## src/rtl/mmio_console.sv

```systemverilog
// Memory-mapped console: queues store bytes in a FIFO, drains them on an 8N1 UART
// line, and raises a sticky finish flag once the exit code arrives and the line is drained.
module mmio_console #(
    parameter int unsigned FIFO_DEPTH   = 16,
    parameter int unsigned CLKS_PER_BIT = 100,
    parameter logic [31:0] FINISH_CODE  = 32'h0002_0000
) (
    input  logic        clk_i,
    input  logic        rst_i,
    input  logic [31:0] dbus_addr_i,
    input  logic        dbus_wvalid_i,
    input  logic [31:0] dbus_wdata_i,
    output logic        stall_o,
    output logic        uart_tx_o,
    output logic        fini_o,
    output logic [31:0] chars_o
);
    localparam int unsigned AW = (FIFO_DEPTH > 1) ? $clog2(FIFO_DEPTH) : 1;
    localparam int unsigned CW = AW + 1;
    localparam int unsigned BW = (CLKS_PER_BIT > 1) ? $clog2(CLKS_PER_BIT) : 1;
    localparam logic [CW-1:0] FULL_COUNT = CW'(FIFO_DEPTH);
    localparam logic [BW-1:0] BAUD_LAST  = BW'(CLKS_PER_BIT - 1);

    typedef enum logic [1:0] {IDLE, START, DATA, STOP} tx_state_t;

    logic [7:0]    mem [FIFO_DEPTH];
    logic [AW-1:0] rd_ptr;
    logic [AW-1:0] wr_ptr;
    logic [CW-1:0] count;
    logic          fin_req;
    logic          hit;
    logic          full;
    logic          empty;
    logic          accept;
    logic          push;
    logic          pop;
    logic          fin_set;
    tx_state_t     state;
    tx_state_t     state_n;
    logic [BW-1:0] baud;
    logic [BW-1:0] baud_n;
    logic [2:0]    bit_idx;
    logic [2:0]    bit_idx_n;
    logic [7:0]    shift;
    logic [7:0]    shift_n;
    logic          tx_n;
    logic          addr_unused;

    assign addr_unused = ^dbus_addr_i[30:0];

    assign hit     = dbus_wvalid_i && dbus_addr_i[31];
    assign full    = (count == FULL_COUNT);
    assign empty   = (count == '0);
    assign stall_o = hit && full && !fin_req;
    assign accept  = hit && !full && !fin_req;
    assign fin_set = accept && (dbus_wdata_i == FINISH_CODE);
    assign push    = accept && (dbus_wdata_i != FINISH_CODE);

    // Serializer: line level is registered from the next state so it moves with the state
    always_comb begin
        state_n   = state;
        baud_n    = baud + 1'b1;
        bit_idx_n = bit_idx;
        shift_n   = shift;
        pop       = 1'b0;
        case (state)
            IDLE: begin
                baud_n = '0;
                if (!empty) begin
                    pop     = 1'b1;
                    shift_n = mem[rd_ptr];
                    state_n = START;
                end
            end
            START: begin
                if (baud == BAUD_LAST) begin
                    baud_n    = '0;
                    bit_idx_n = '0;
                    state_n   = DATA;
                end
            end
            DATA: begin
                if (baud == BAUD_LAST) begin
                    baud_n  = '0;
                    shift_n = {1'b0, shift[7:1]};
                    if (bit_idx == 3'd7) begin
                        state_n = STOP;
                    end else begin
                        bit_idx_n = bit_idx + 1'b1;
                    end
                end
            end
            STOP: begin
                if (baud == BAUD_LAST) begin
                    baud_n = '0;
                    if (!empty) begin
                        pop     = 1'b1;
                        shift_n = mem[rd_ptr];
                        state_n = START;
                    end else begin
                        state_n = IDLE;
                    end
                end
            end
            default: state_n = IDLE;
        endcase

        tx_n = 1'b1;
        case (state_n)
            START:   tx_n = 1'b0;
            DATA:    tx_n = shift_n[0];
            default: tx_n = 1'b1;
        endcase
    end

    always_ff @(posedge clk_i or posedge rst_i) begin
        if (rst_i) begin
            state     <= IDLE;
            baud      <= '0;
            bit_idx   <= '0;
            uart_tx_o <= 1'b1;
            rd_ptr    <= '0;
            wr_ptr    <= '0;
            count     <= '0;
            fin_req   <= 1'b0;
            fini_o    <= 1'b0;
            chars_o   <= '0;
        end else begin
            state     <= state_n;
            baud      <= baud_n;
            bit_idx   <= bit_idx_n;
            uart_tx_o <= tx_n;
            if (push) begin
                wr_ptr  <= wr_ptr + 1'b1;
                chars_o <= chars_o + 32'd1;
            end
            if (pop) begin
                rd_ptr <= rd_ptr + 1'b1;
            end
            case ({push, pop})
                2'b10:   count <= count + 1'b1;
                2'b01:   count <= count - 1'b1;
                default: count <= count;
            endcase
            if (fin_set) begin
                fin_req <= 1'b1;
            end
            if (fin_req && empty && (state == IDLE)) begin
                fini_o <= 1'b1;
            end
        end
    end

    // Character storage and shifter carry no reset; control state decides when they matter
    always_ff @(posedge clk_i) begin
        shift <= shift_n;
        if (push) begin
            mem[wr_ptr] <= dbus_wdata_i[7:0];
        end
    end

endmodule

```

## config.mk

```make
export PLATFORM = sky130hd
export DESIGN_NAME = mmio_console
export DESIGN_NICKNAME = d
export VERILOG_FILES = /design/src/rtl/mmio_console.sv
export SDC_FILE = /design/constraint.sdc
export NUM_CORES = 1
export LEC_CHECK = 0
export CAP_MARGIN = 5
export CORE_UTILIZATION = 26
export DETAILED_ROUTE_END_ITERATION = 8
export SYNTH_ARGS = -nofsm -noshare
export SYNTH_HDL_FRONTEND = slang
export SYNTH_SLANG_ARGS = --single-unit
```

## constraint.sdc

```tcl
create_clock -name clk_i -period 7.4 [get_ports clk_i]
set_clock_uncertainty 0.1 [all_clocks]
set_input_delay 1.48 -clock clk_i [delete_from_list [all_inputs] [get_ports clk_i]]
set_output_delay 1.48 -clock clk_i [all_outputs]
set_load 0.01 [all_outputs]
```

==> impl_metrics.yaml, run 1 <==
status:
  outcome: "finished, final reports clean"
floorplan:
  die_width_um: 182
  start_util_pct: 26.6
  coreArea_um2: 31800
  rows: 65
  pin_count: 102
  die_area_um2: 33200
  die_height_um: 182
worst_setup_path:
  crit_buf_inv: 2
  cp_data_arrival_time_ns: 5.13
  max_stage_delay_ns: 0.72
  cp.required_ns: 7.61
  path_cells: "clkdlybuf4s50_1 -> nor4_1 -> nand4_1 -> nor2_1 -> nor2_4 -> inv_2 -> ha_1 -> ha_1 -> a21o_1 -> a21oi_1 -> xor2_1 -> nor2_1 -> xor2_1"
  cp-start-kind: "input port"
  endpoint_kind: "register"
  crit_type: "input port to register"
  path_delay_family: "simple AND/OR/NAND/NOR gates"
  crit_slowest_cell: "clkdlybuf4s50_1"
  worstPathMaxFanout: 17
yosys:
  synth_cell_types: 60
  synth_edf_count: 135
  ys.flop_type: "edfxtp_1"
  ys_warn_count: 0
  ys_seq_area_share_pct: 66.0
  synthCells: 539
  synth_area_um2: 8450
  synth.most_common_cell: "edfxtp_1"
  async_flop_share_pct: 30.6
  synth_seq_cells: 196
  syn_area_per_cell_um2: 15.7
  synth_top_area_cell: "edfxtp_1"
  syn_nets: 625
  synth_top_area_share_pct: 48.0
  synth.top_cells.by_count: "edfxtp_1, dfrtp_1, xnor2_1, mux4_2"
  synth_area_leaders: "edfxtp_1, dfrtp_1, mux4_2"
route:
  vias_per_cell: 4.45
  dr.pass1.iters: 4
  route.detailed.drc: 0
  drt_iter0_drc: 322
  vias: 4717
  routedWlPerCell_um: 15.7
  ant_nets: 0
  wirelength_um: 16600
sta:
  maxSlewViolCount: 0
  setup_violations: 0
  finalCritPeriodShare_pct: 66.5
  finalHoldViolCount: 0
  worst_pin_slew_ns: 1.01
  rsz0062_at_grt: "no"
  finalCriticalPeriod_ns: 4.92
  tns_ns: 0
  finalHoldWorstSlack_ns: 0.372
  slew_headroom_pct: 32.7
  max_freq_mhz: 203
placed_design:
  dp_hpwl_um: 10900
  routabilityCongestion: 0.758
  post_dp_cell_area_um2: 9630
  io_buffers: 70
cts:
  cts_buffers: 17
  insertion_delay_ns: 0.45
  postCtsSetupBuffers: 0
  clockBufferDepth: 2
  clock_sinks: 196
  ctsRootBufferMaster: "clkbuf_16"
  htreeDepth: 4
  post_cts_resized: 0
  hold_buffers: 0
  cts_tree: "done"
  clk_pin_slew_ns: 0.07
cells_and_area:
  fin_area_um2: 10200
  fin_nets: 696
  drive_above_1_share_pct: 16.1
  final_util_pct: 32.2
  syn2layout_area_growth_pct: 21.2
grt:
  antenna_found_initial: 0
  grt.total_usage_pct: 10.6
  grt_pass1_vias: 4777
  grt_max_degree: 61
  grt_pass1_wl_um: 26900
  gr-total-overflow: 0
pwr:
  p_leak_uw: 0.00358
  p_per_area_nw_per_um2: 309
  ir_drop_mv: 0.175
hold_path:
  worstHoldPathType: "register to register"
run:
  maxCapViolations: 0
## layout make-up
cell class              instances  area (um^2)
clock inverters                15          191
repair buffers                 72          716
multi-input cells             311         2740
fillers                      3121        21600
well taps                     435          544
clock buffers                  17          425
inverters                      12         45.0
flip-flops and latches        196         5580
diodes                          1         2.50
## logic make-up after synthesis
kind of cell             after synthesis  synth area share (%)
AO/OA/AOI/OAI                         58                  5.00
XOR/XNOR                              47                  4.96
adder cells (fa/ha/maj)               19                  2.90
buffers and inverters                 32                  1.79
flip-flops                           196                  66.0
multiplexers                          39                  9.27
AND/OR/NAND/NOR                      148                  10.1
## through the flow
step                instances  setup WS (ns)  total power, uW
global placement         1026           2.07             2230
detailed placement       1026           2.09             2250
CTS                      1058           2.54             3210
floorplan                 539           3.61             2020
finish                   1059           2.48             3170
global route             1058           2.25             3350
## metal layers
layer | GRT usage, % | vias to the layer above | wire (um)
li1 | - | 2223 | -
met1 | 14.4 | 2392 | 7940
met2 | 16.9 | 88 | 7940
met3 | 2.59 | 14 | 616
met4 | 2.62 | 0 | 136
met5 | 0 | - | 0
## where the power goes
| group | switching (uW) | internal [uW] | leakage, uW |
|---|---|---|---|
| Clock | 467 | 494 | 0.000306 |
| Sequential | 162 | 1300 | 0.00201 |
| Combinational | 364 | 379 | 0.00126 |
## worst reg2reg max path, stage by stage (launching register included)
cell and delay (ns):
dfrtp_1 0.44, nor4b_2 0.38, nor2b_1 0.62, a21oi_4 0.18
nor3_4 0.34, ha_1 0.35, ha_1 0.31, a21o_1 0.19
a21oi_1 0.17, xor2_1 0.15, nor2_1 0.06, xor2_1 0.14
## layout by cell type (no fill, tap or decap), types with 5 or more instances in the layout
cell             instances
a32oi_1                  6
nor3_1                   7
a22o_1                   9
nand4_1                 15
and3_1                   5
o21ai_0                 15
nor4_1                   8
ha_1                    18
xor2_1                  12
edfxtp_1               135
inv_8                    8
inv_1                   10
mux4_2                  31
nand3_1                 18
xnor2_1                 34
a221oi_1                 6
clkbuf_16               17
dfrtp_1                 57
nor2_1                  28
nand2_1                 28
clkdlybuf4s50_1         70
a21oi_1                  7
nor2_2                   6
## state kept, by name (all words and copies together), names as in the netlist
register	cells
mem	128
chars_o	32
shift	8
baud	7
count	5
rd_ptr	4
wr_ptr	4
bit_idx	3
state	2
fin_req	1
fini_o	1
uart_tx_o	1
## final timing paths
check	start	endpoint	slack [ns]	cells after the start
max in group asynchronous	rst_i	rd_ptr[2]	5.16	3
setup reg to reg	baud[2]	count[4]	3.83	11
setup / recovery	dbus_wdata_i[2]	count[4]	2.48	13
min in group asynchronous	rst_i	chars_o[15]	1.51	3
hold / removal	chars_o[31]	chars_o[31]	0.37	1
hold reg to reg	chars_o[31]	chars_o[31]	0.37	1
(Power assumes the default switching activity.)
==> run 2: changes to the inputs <==
==> constraint.sdc (replaced) <==
create_clock -name clk_i -period 4 [get_ports clk_i]
set_clock_uncertainty 0.1 [all_clocks]
set_input_delay 0.8 -clock clk_i [delete_from_list [all_inputs] [get_ports clk_i]]
set_output_delay 0.8 -clock clk_i [all_outputs]
set_load 0.01 [all_outputs]
==> run 2 against run 1 <==
  * Clock power rose by 78%
  * First-iteration DRC count grew 9.0%
  * Via count up 2.4%
  * Cell count up 1.9%
  * Sequential share of layout area shrank 0.58 points
  * Sequential power up 90%
  * Largest power group unchanged
  * Utilization is 0.35 points higher
  * Critical path depth up 2
  * Register-to-register slack worse by 3.0 ns
==> impl_metrics.yaml, run 2 (same netlist as run 1, synthesis figures left out) <==
status:
  outcome: "finished, final reports clean"
route:
  drt_iter0_drc: 351
  wirelength_um: 17100
  vias: 4830
  route.detailed.drc: 0
  ant_nets: 0
  dr.pass1.iters: 6
  vias_per_cell: 4.48
  routedWlPerCell_um: 15.8
cts:
  hold_buffers: 0
  cts_tree: "done"
  insertion_delay_ns: 0.44
  clk_pin_slew_ns: 0.07
  clock_sinks: 196
  ctsRootBufferMaster: "clkbuf_16"
  htreeDepth: 4
  post_cts_resized: 0
  postCtsSetupBuffers: 0
  cts_buffers: 17
  clockBufferDepth: 2
placed_design:
  dp_hpwl_um: 11600
  routabilityCongestion: 0.729
  io_buffers: 70
  post_dp_cell_area_um2: 9760
  post-place-ws_ns: 0.207
grt:
  grt.total_usage_pct: 10.8
  grt_pass1_vias: 4861
  gr-total-overflow: 0
  antenna_found_initial: 0
  grt_max_degree: 34
  grt_pass1_wl_um: 27400
run:
  maxCapViolations: 0
cells_and_area:
  fin_area_um2: 10400
  fin_nets: 717
  drive_above_1_share_pct: 18.2
  regMostFlops: "mem"
  reg_top3: "mem (128), chars_o (32), shift (8)"
  most-common-layout-cells: "edfxtp_1, clkdlybuf4s50_1, dfrtp_1"
  syn2layout_area_growth_pct: 22.5
  antenna_cells: 0
  final_common_cell: "edfxtp_1"
  largest_reg_flops: 128
floorplan:
  start_util_pct: 26.6
  rows: 65
  die_height_um: 182
  coreArea_um2: 31800
  die_width_um: 182
  pin_count: 102
  die_area_um2: 33200
worst_setup_path:
  endpoint_kind: "register"
  worstPathMaxFanout: 4
  rr_endpoint: "count[4]"
  reg2reg_from: "count[0]"
  cp-start-kind: "input port"
  reg2reg_depth: 11
  crit_type: "input port to register"
  cp.required_ns: 4.21
  cp_data_arrival_time_ns: 3.46
  r2r_slack_ns: 0.83
sta:
  worst_pin_slew_ns: 0.997
  setup_violations: 0
  finalCritPeriodShare_pct: 81.3
  tns_ns: 0
  finalHoldViolCount: 0
  rsz0062_at_grt: "no"
  finalCriticalPeriod_ns: 3.25
  maxSlewViolCount: 0
  max_freq_mhz: 307
  slew_headroom_pct: 32.8
  fin_ws_ns: 0.747
pwr:
  ir_drop_mv: 0.320
  p_per_area_nw_per_um2: 562
  p_leak_uw: 0.00367
hold_path:
  min_to: "chars_o[31]"
  hold_start: "chars_o[31]"
  worstHoldPathType: "register to register"
  hold_path_depth: 1
[run 2: final cells by class]
cell class	instances	area, um^2
Fill cell	3145	21400
Timing Repair Buffer	93	873
Sequential cell	196	5580
Tap cell	435	544
Multi-Input combinational cell	311	2720
Inverter	12	45.0
Clock inverter	15	166
Clock buffer	17	425
[run 2: how the worst max path moves through the flow]
stage                      from  endpoint  slack [ns]  cells after the start
4_1_cts         dbus_wdata_i[7]  count[4]        0.66                     15
6_report        dbus_wdata_i[7]  count[4]        0.75                     15
2_1_floorplan  dbus_wdata_i[16]  count[4]        0.89                     12
3_3_place_gp    dbus_wdata_i[7]  count[4]        0.21                     15
3_5_place_dp    dbus_wdata_i[7]  count[4]        0.21                     15
5_1_grt         dbus_wdata_i[1]  count[4]        0.53                     14
[run 2: worst max-delay path, stage by stage]
cell and delay [ns]:
clkdlybuf4s50_1 0.57, nor4_1 0.07, nand4_1 0.09, buf_4 0.14
nor2_1 0.08, nor2_4 0.15, inv_2 0.05, ha_1 0.25
buf_4 0.16, fa_1 0.40, a21o_1 0.17, a21oi_1 0.16
xor2_1 0.16, nor2_1 0.06, xor2_1 0.14
[run 2: report_power, final]
group | internal [uW] | total (uW) | switching, uW
logic | 722 | 1320 | 602
registers | 2400 | 2780 | 381
clock network | 892 | 1710 | 823
total | 4020 | 5820 | 1810
[run 2: metrics by stage]
| step | util [%] | total power, uW | instances | hold slack (ns) |
|---|---|---|---|---|
| finish | 32.6 | 5820 | 1079 | 0.371 |
| global route | 32.6 | 6150 | 1079 | 0.398 |
| CTS | 32.6 | 5900 | 1079 | 0.376 |
| detailed placement | 30.7 | 4180 | 1047 | 0.365 |
| global placement | 30.7 | 4160 | 1047 | 0.361 |
| floorplan | - | 3740 | 539 | 0.355 |
[run 2: routing by layer]
layer	up-vias	GRT usage (%)	share of wire [%]
met3	7	2.91	4.8
met5	-	0	0
li1	2262	-	-
met4	0	2.02	0.51
met2	93	17.1	48
met1	2468	14.8	47
